==> src/rtl/rca_pkg.sv <==
// -----------------------------------------------------------------------------
// rca_pkg
//   Shared definitions for the pipelined ripple-carry adder.
//   - rca_mode_e    : operation select carried on the 'sub' input
//   - DEFAULT_WIDTH : default operand width in bits
//   - DEFAULT_SLICE : default number of bits added per pipeline stage
// -----------------------------------------------------------------------------
package rca_pkg;

    typedef enum logic {
        MODE_ADD = 1'b0,
        MODE_SUB = 1'b1
    } rca_mode_e;

    localparam int DEFAULT_WIDTH = 16;
    localparam int DEFAULT_SLICE = 4;

endpackage : rca_pkg

==> src/rtl/rca_slice.sv <==
// -----------------------------------------------------------------------------
// rca_slice
//   Combinational SLICE-bit adder used as one stage of the pipelined adder.
//   Ports:
//     a_i, b_i  [SLICE-1:0] : operand slices (b_i already inverted for subtract)
//     cin_i                 : carry into bit 0 of the slice
//     s_o       [SLICE-1:0] : slice sum
//     cout_o                : carry out of the slice MSB
//     cmsb_o                : carry into the slice MSB (for signed overflow)
// -----------------------------------------------------------------------------
module rca_slice #(
    parameter int SLICE = 4
) (
    input  logic [SLICE-1:0] a_i,
    input  logic [SLICE-1:0] b_i,
    input  logic             cin_i,
    output logic [SLICE-1:0] s_o,
    output logic             cout_o,
    output logic             cmsb_o
);

    logic [SLICE:0] sum_full;

    assign sum_full = {1'b0, a_i} + {1'b0, b_i} + {{SLICE{1'b0}}, cin_i};
    assign s_o      = sum_full[SLICE-1:0];
    assign cout_o   = sum_full[SLICE];
    // The MSB sum bit is a ^ b ^ carry_in, so the carry into the MSB falls
    // out by cancelling the operand bits; works for any SLICE including 1.
    assign cmsb_o   = sum_full[SLICE-1] ^ a_i[SLICE-1] ^ b_i[SLICE-1];

endmodule : rca_slice

==> src/rtl/pipelined_rca.sv <==
// -----------------------------------------------------------------------------
// pipelined_rca
//   WIDTH-bit adder/subtractor split into NSTAGE = WIDTH/SLICE pipeline
//   stages, each adding one SLICE-bit slice with the previous stage's
//   registered carry. Operands and partial sums travel in skew registers.
//   Ports:
//     clk, rst_n          : clock, asynchronous active-low reset
//     in_valid/in_ready   : operand handshake (a, b, cin, sub)
//     out_valid/out_ready : result handshake (s, cout, ovf, zero)
//     cout                : carry-out (add) or NOT borrow-out (subtract)
//     ovf                 : two's-complement overflow
//     zero                : s == 0
//
//   Handshake: a transfer happens on a rising edge where valid and ready are
//   both 1. in_ready is the global advance (!out_valid || out_ready); the
//   whole pipe shifts together or holds together, so a held result keeps its
//   output fields stable and a new set may enter in the same cycle the oldest
//   one leaves.
// -----------------------------------------------------------------------------
module pipelined_rca
    import rca_pkg::*;
#(
    parameter int WIDTH = DEFAULT_WIDTH,
    parameter int SLICE = DEFAULT_SLICE
) (
    input  logic             clk,
    input  logic             rst_n,
    input  logic             in_valid,
    output logic             in_ready,
    input  logic [WIDTH-1:0] a,
    input  logic [WIDTH-1:0] b,
    input  logic             cin,
    input  logic             sub,
    output logic             out_valid,
    input  logic             out_ready,
    output logic [WIDTH-1:0] s,
    output logic             cout,
    output logic             ovf,
    output logic             zero
);

    localparam int NSTAGE = WIDTH / SLICE;

    if (WIDTH % SLICE != 0) begin : g_bad_width
        $error("pipelined_rca: WIDTH must be a multiple of SLICE");
    end

    logic advance;

    // Stage inputs (what each stage sees this cycle)
    logic             v_in [NSTAGE];
    logic             c_in [NSTAGE];
    logic [WIDTH-1:0] a_in [NSTAGE];
    logic [WIDTH-1:0] b_in [NSTAGE];
    logic [WIDTH-1:0] s_in [NSTAGE];

    // Stage registers and their next values
    logic             v_q [NSTAGE];
    logic             v_d [NSTAGE];
    logic             c_q [NSTAGE];
    logic             c_d [NSTAGE];
    logic [WIDTH-1:0] a_q [NSTAGE];
    logic [WIDTH-1:0] a_d [NSTAGE];
    logic [WIDTH-1:0] b_q [NSTAGE];
    logic [WIDTH-1:0] b_d [NSTAGE];
    logic [WIDTH-1:0] s_q [NSTAGE];
    logic [WIDTH-1:0] s_d [NSTAGE];

    logic ovf_q, ovf_d;
    logic zero_q, zero_d;

    assign advance  = !out_valid || out_ready;
    assign in_ready = advance;

    for (genvar k = 0; k < NSTAGE; k++) begin : g_stage
        logic [SLICE-1:0] sl_s;
        logic             sl_c;
        logic             sl_m;
        logic [WIDTH-1:0] s_next;
        // Low operand bits and the last stage's operand copy are never read
        logic             unused_ops;

        if (k == 0) begin : g_first
            // Subtract is a + ~b + ~cin; the inversion is applied once here
            assign v_in[k] = in_valid;
            assign a_in[k] = a;
            assign b_in[k] = (sub == MODE_SUB) ? ~b : b;
            assign c_in[k] = (sub == MODE_SUB) ? ~cin : cin;
            assign s_in[k] = '0;
        end else begin : g_next
            assign v_in[k] = v_q[k-1];
            assign a_in[k] = a_q[k-1];
            assign b_in[k] = b_q[k-1];
            assign c_in[k] = c_q[k-1];
            assign s_in[k] = s_q[k-1];
        end

        rca_slice #(.SLICE(SLICE)) u_slice (
            .a_i    (a_in[k][k*SLICE +: SLICE]),
            .b_i    (b_in[k][k*SLICE +: SLICE]),
            .cin_i  (c_in[k]),
            .s_o    (sl_s),
            .cout_o (sl_c),
            .cmsb_o (sl_m)
        );

        always_comb begin
            s_next = s_in[k];
            s_next[k*SLICE +: SLICE] = sl_s;
        end

        assign v_d[k] = v_in[k];
        assign a_d[k] = a_in[k];
        assign b_d[k] = b_in[k];
        assign c_d[k] = sl_c;
        assign s_d[k] = s_next;

        assign unused_ops = ^{a_q[k], b_q[k]};

        if (k == NSTAGE - 1) begin : g_last
            assign ovf_d  = sl_m ^ sl_c;
            assign zero_d = (s_next == '0);
        end
    end

    always_ff @(posedge clk or negedge rst_n) begin
        if (!rst_n) begin
            for (int k = 0; k < NSTAGE; k++) begin
                v_q[k] <= 1'b0;
                c_q[k] <= 1'b0;
                a_q[k] <= '0;
                b_q[k] <= '0;
                s_q[k] <= '0;
            end
            ovf_q  <= 1'b0;
            zero_q <= 1'b0;
        end else if (advance) begin
            for (int k = 0; k < NSTAGE; k++) begin
                v_q[k] <= v_d[k];
                c_q[k] <= c_d[k];
                a_q[k] <= a_d[k];
                b_q[k] <= b_d[k];
                s_q[k] <= s_d[k];
            end
            ovf_q  <= ovf_d;
            zero_q <= zero_d;
        end
    end

    assign out_valid = v_q[NSTAGE-1];
    assign s         = s_q[NSTAGE-1];
    assign cout      = c_q[NSTAGE-1];
    assign ovf       = ovf_q;
    assign zero      = zero_q;

endmodule : pipelined_rca

==> config.mk <==
export PLATFORM = sky130hd
export DESIGN_NAME = pipelined_rca
export DESIGN_NICKNAME = d
export VERILOG_FILES = /design/src/rtl/rca_pkg.sv /design/src/rtl/rca_slice.sv /design/src/rtl/pipelined_rca.sv
export SDC_FILE = /design/constraint.sdc
export NUM_CORES = 1
export LEC_CHECK = 0
export CAP_MARGIN = 10
export CORE_ASPECT_RATIO = 0.6
export CORE_MARGIN = 10
export CORE_UTILIZATION = 35
export DETAILED_ROUTE_END_ITERATION = 8
export GPL_ROUTABILITY_DRIVEN = 0
export PLACE_DENSITY = 0.53
export SLEW_MARGIN = 20
export SYNTH_ARGS = -nofsm -noshare
export SYNTH_HDL_FRONTEND = slang
export SYNTH_SLANG_ARGS = --single-unit
==> constraint.sdc <==
create_clock -name clk -period 3.9 [get_ports clk]
set_input_delay 0.39 -clock clk [delete_from_list [all_inputs] [get_ports clk]]
set_output_delay 0.39 -clock clk [all_outputs]
set_load 0.02 [all_outputs]
==> results of run 1 <==
-- registers in the layout, indices dropped and copies added (netlist names) --
name / flops
s: 16
c_in: 3
cout: 1
ovf: 1
b_d: 24
a_d: 24
g_stage.s_next: 24
v_d: 3
zero: 1
out_valid: 1
-- critical path, cell delays in order --
cell             delay, ns
clkdlybuf4s50_1       0.45
buf_4                 0.28
xor2_1                0.14
fa_1                  0.45
fa_1                  0.42
a21o_1                0.19
a21oi_1               0.14
a21oi_1               0.08
-- power by group through the flow --
stage	clock (W)	combinational, W	sequential (W)
final	0.000801	0.00166	0.00175
after global routing	0.000869	0.00191	0.00182
after CTS	0.000823	0.00169	0.00176
after detailed placement	0	0.00168	0.00178
after global placement	0	0.00165	0.00176
after floorplan	0	0.00106	0.00182
-- per-layer routing --
metal  wire length, um  up-vias  track usage
li1                  -     1569            -
met3               601       12       0.0382
met5                 0        -            0
met1              4850     1367        0.159
met2              3430       59        0.142
met4               110        0       0.0340
-- cell type report --
class,count,area (um2),area share
Tap cell,165,206,0.0387
Inverter,7,26.3,0.00492
Clock inverter,3,15.0,0.00281
Clock buffer,13,250,0.0469
Timing Repair Buffer,62,608,0.114
Multi-Input combinational cell,339,1780,0.334
Sequential cell,98,2450,0.459
-- how the worst min path moves through the flow --
stage | to | from | slack [ns] | cells after the start
after floorplan | a_d[12] | rst_n | 0.09 | 0
after global placement | v_d[0] | v_d[0] | 0.44 | 2
after detailed placement | out_valid | v_d[0] | 0.44 | 1
after CTS | v_d[1] | rst_n | 0.21 | 1
after global routing | v_d[0] | rst_n | 0.24 | 1
final | v_d[0] | rst_n | 0.16 | 1
-- kinds of logic after synthesis --
logic type	Yosys count
flip-flops	98
buffers and inverters	31
adder cells (fa/ha/maj)	20
AND/OR/NAND/NOR	246
XOR/XNOR	25
AO/OA/AOI/OAI	48
-- layout by cell type, fill, tap and decap left out, drive strengths merged, types with 4 or more instances in the layout --
| cell | n |
|---|---|
| a21o | 4 |
| clkbuf | 13 |
| dfrtp | 98 |
| nor2 | 13 |
| fa | 8 |
| a21oi | 14 |
| xor2 | 12 |
| inv | 7 |
| nand2 | 220 |
| ha | 12 |
| buf | 5 |
| xnor2 | 13 |
| clkdlybuf4s50 | 57 |
| o21ai | 22 |
-- per-stage QoR --
step	std cells	cell area [um2]	hold slack [ns]	setup slack, ns
2_1_floorplan	468	4390	0.0944	1.65
3_3_place_gp	671	5070	0.443	1.23
3_5_place_dp	671	5070	0.445	1.17
4_1_cts	687	5340	0.211	1.52
5_1_grt	687	5340	0.243	1.39
6_report	687	5340	0.164	1.54
==> results.json, run 1 <==
{
  "r2r_end": "ovf",
  "die_y_um": 107,
  "p_leak_nw": 2.58,
  "antenna_left": 0,
  "num_vias": 3007,
  "antenna_found_initial": 0,
  "crit_end": "c_in[2]",
  "start_util": 0.361,
  "power-per-cell-area_nw_per_um2": 788,
  "p_seq_frac": 0.416,
  "rsz0062_at_grt": "false",
  "wirelength_mm": 8.99,
  "relSlewSlack": 0.408,
  "cts_tree": "done",
  "fp.dieW_um": 165,
  "p_clk_frac": 0.190,
  "cts-resized-gates": 0,
  "netlist.area_leader.share": 0.559,
  "synth_top_family_by_area": "simple AND/OR/NAND/NOR gates",
  "tightest_slew_ns": 0.888,
  "synthAdderAreaFrac": 0.0708,
  "viasPerCell": 4.38,
  "drc_errors": 0,
  "netlist_instances": 468,
  "hp-class": "in -> async",
  "p_sw_frac": 0.373,
  "critical_path_class": "in -> reg",
  "clk_pin_slew_worst_paths_ns": 0.06,
  "finClkSkew_ns": 0.00512,
  "synth-compound-area-share": 0.0636,
  "ys_seq_area_frac": 0.559,
  "clk_latency_ns": 0.34,
  "p_switching_w": 0.00157,
  "synth_area_um2": 4390,
  "post_cts_buffers": 0,
  "yosysUniqueCellTypes": 35,
  "grt_max_degree": 92,
  "fill_cells": 1231,
  "startpoint_type": "input port",
  "max_freq_mhz": 423,
  "grt_use_total": 0.108,
  "die_area_um2": 17600,
  "regToRegSetupSlack_ns": 1.80,
  "firstDrtPassIters": 6,
  "nets": 575,
  "outcome": "finished clean",
  "ir_worst_vdd_mv": 0.242,
  "required_ns": 4.08,
  "numPortBuffers": 58,
  "syn_nets": 526,
  "power_w": 0.00421,
  "r2r_cells": 6,
  "finalCritPeriodShare": 0.606,
  "cts_made_buffers": 9,
  "worstSetupEndpointType": "flop",
  "grt_pass1_wl_mm": 15.4,
  "io_pins": 59,
  "synthMuxAreaShare": 0,
  "reg2reg_from": "a_d[12]",
  "netlist_top_cells_area": "dfrtp_1 (56%), nand2_1 (19%), fa_1 (3.7%), ha_1 (3.4%), xnor2_1 (2.6%)",
  "ys_ff_latch": 98,
  "core_um2": 12100,
  "finalSetupTns_ns": 0,
  "path_max_fanout": 17,
  "combPwrFrac": 0.394,
  "antenna_cells": 0,
  "dp_hpwl_mm": 6.25,
  "ys_warn_count": 0,
  "hold_buffers": 0,
  "async_flop_share": 1.00,
  "final_core_util": 0.440,
  "max_cap_viol_count": 0,
  "hold_viol": 0,
  "synthFlopType": "dfrtp_1",
  "htreeDepth": 3,
  "routedWlPerCell_um": 13.1,
  "drive_above_1_share": 0.0460,
  "syn_area_per_cell_um2": 9.37,
  "synthTopCellsByCount": "nand2_1 (220), dfrtp_1 (98), o21ai_0 (21), buf_2 (19), a21oi_1 (14)",
  "yosys.area.top_type": "dfrtp_1",
  "cp.arrival_ns": 2.54,
  "row_count": 31,
  "grt_pass1_vias": 3013,
  "intPower_w": 0.00264,
  "synth_most_common_cell": "nand2_1",
  "layout_min_cycle_time_ns": 2.36,
  "finalSetupViolCount": 0,
  "drt_iter0_markers": 178,
  "overflow": 0,
  "slew_viol_final": 0,
  "cts_max_path_buffers": 2,
  "syn2layout_area_growth_pct": 21.8,
  "clock-root-buffer": "clkbuf_16",
  "synth-edff-count": 0,
  "startpoint": "sub",
  "synth-simple-area-share": 0.222,
  "synthXorXnorAreaFrac": 0.0499,
  "cts.sinks": 98
}
Power figures use the tool's default switching activity.
==> run 2: changes to the inputs <==
==> constraint.sdc (replaced) <==
create_clock -name clk -period 2.2 [get_ports clk]
set_input_delay 0.22 -clock clk [delete_from_list [all_inputs] [get_ports clk]]
set_output_delay 0.22 -clock clk [all_outputs]
set_load 0.02 [all_outputs]
==> results.json, run 2 (synthesis gave the netlist of run 1 again) <==
{
  "outcome": "finished clean",
  "max_cap_viol_count": 0,
  "critical-path-top-delay-family": "adder cells",
  "layout_common_cells": "nand2_1 (220), dfrtp_1 (98), clkdlybuf4s50_1 (57), o21ai_0 (21), a21oi_1 (14)",
  "cpMostUsedCell": "fa_1",
  "startpoint_type": "flop",
  "finalSetupViolCount": 0,
  "start_util": 0.361,
  "antenna_found_initial": 0,
  "drt_iter0_markers": 158,
  "clk_pin_slew_worst_paths_ns": 0.06,
  "hold_viol": 0,
  "io_pins": 59,
  "max_freq_mhz": 485,
  "relSlewSlack": 0.570,
  "drive_above_1_share": 0.0531,
  "path_max_fanout": 3,
  "layout_min_cycle_time_ns": 2.06,
  "grt_use_total": 0.107,
  "grt_pass1_wl_mm": 15.1,
  "mostFrequentLayoutCell": "nand2_1",
  "cp.arrival_ns": 2.31,
  "clock-root-buffer": "clkbuf_16",
  "numPortBuffers": 58,
  "syn2layout_area_growth_pct": 23.3,
  "clk_latency_ns": 0.34,
  "post_cts_buffers": 0,
  "overflow": 0,
  "hp-class": "in -> reg",
  "core_um2": 12100,
  "hold_start": "a[13]",
  "ir_worst_vdd_mv": 0.396,
  "max_stage_delay_ns": 0.49,
  "wirelength_mm": 8.86,
  "startpoint": "a_d[12]",
  "worstSetupEndpointType": "flop",
  "cts_made_buffers": 9,
  "rsz0062_at_grt": "false",
  "grt_pass1_vias": 3031,
  "nets": 580,
  "reg2reg_from": "a_d[12]",
  "finClkSkew_ns": 0.00455,
  "slowest_stage": "fa_1",
  "grt_max_degree": 99,
  "fp.dieW_um": 165,
  "cts.sinks": 98,
  "critPathBufInv": 0,
  "die_area_um2": 17600,
  "htreeDepth": 3,
  "whs_ns": 0.410,
  "slew_viol_final": 0,
  "tightest_slew_ns": 0.646,
  "antenna_left": 0,
  "die_y_um": 107,
  "dp_hpwl_mm": 6.13,
  "cts_tree": "done",
  "worstPathCellList": "fa_1, fa_1, nand3_1, a21oi_1, o211a_1, o31ai_1",
  "p_leak_nw": 2.62,
  "antenna_cells": 0,
  "routedWlPerCell_um": 12.8,
  "power-per-cell-area_nw_per_um2": 1380,
  "num_vias": 2974,
  "fill_cells": 1172,
  "design_area_um2": 5410,
  "critical_path_class": "reg -> reg",
  "cts-resized-gates": 0,
  "firstDrtPassIters": 4,
  "row_count": 31,
  "drc_errors": 0,
  "cts_max_path_buffers": 2,
  "viasPerCell": 4.30,
  "finalCritPeriodShare": 0.937,
  "required_ns": 2.45,
  "placed_area_um2": 5130
}
## run 2: report_power, final
group	leakage (nW)	switching, W	total, W	internal (W)
Sequential	1.18	0.000514	0.00312	0.00261
Combinational	1.30	0.00163	0.00294	0.00131
Clock	0.133	0.000622	0.00141	0.000792
Total	2.62	0.00277	0.00747	0.00470
## run 2: layout make-up
| cell class | instances | area, um2 | share of cell area |
|---|---|---|---|
| Timing Repair Buffer | 67 | 673 | 0.125 |
| Sequential cell | 98 | 2450 | 0.454 |
| Inverter | 7 | 26.3 | 0.00486 |
| Clock inverter | 3 | 15.0 | 0.00278 |
| Clock buffer | 13 | 250 | 0.0463 |
| Multi-Input combinational cell | 339 | 1780 | 0.330 |
| Tap cell | 165 | 206 | 0.0382 |
## run 2: metrics by stage
stage          setup WS, ns  setup TNS (ns)  cells  utilization  total power, W
6_report              0.138               0    692        0.445         0.00747
5_1_grt             0.00431               0    692        0.445         0.00816
4_1_cts               0.139               0    692        0.445         0.00760
3_5_place_dp         -0.177          -0.287    675        0.423         0.00615
3_3_place_gp         -0.134          -0.207    675        0.423         0.00607
2_1_floorplan         0.116               0    468            -         0.00510
## run 2: worst paths after layout
| kind | depth (start not counted) | to | slack (ns) |
|---|---|---|---|
| max in group asynchronous | 3 | a_d[13] | 1.34 |
| min | 3 | a_d[45] | 0.41 |
| min in group asynchronous | 3 | v_d[2] | 0.43 |
| max reg2reg | 6 | ovf | 0.14 |
| max | 6 | ovf | 0.14 |
| min reg2reg | 2 | v_d[0] | 0.46 |
## run 2: layer usage
| metal | global-route usage | up-vias | share of wire |
|---|---|---|---|
| met2 | 0.137 | 54 | 0.38 |
| met3 | 0.0428 | 9 | 0.065 |
| met1 | 0.156 | 1323 | 0.54 |
| met5 | 0 | - | 0 |
| li1 | - | 1588 | - |
| met4 | 0.0359 | 0 | 0.015 |
## run 2: what timing repair did
action	CTS	global route
endpoints found under the hold margin	98	0
setup endpoints to repair	0	0
hold buffers	1	0
## run 2: tightest hold or removal path: stages
cell and delay [ns]:
clkdlybuf4s50_1 0.39, nand2_1 0.05, nand2_1 0.04
==> run 3: changes to the inputs <==
--- a/config.mk
+++ b/config.mk
@@ -9,6 +9,7 @@
 export CORE_ASPECT_RATIO = 0.6
 export CORE_MARGIN = 10
 export CORE_UTILIZATION = 35
+export CTS_CLUSTER_DIAMETER = 200
 export DETAILED_ROUTE_END_ITERATION = 8
 export GPL_ROUTABILITY_DRIVEN = 0
 export PLACE_DENSITY = 0.53
==> results of run 3 <==
The final DEF is identical to that of run 2; final timing and power are the same.
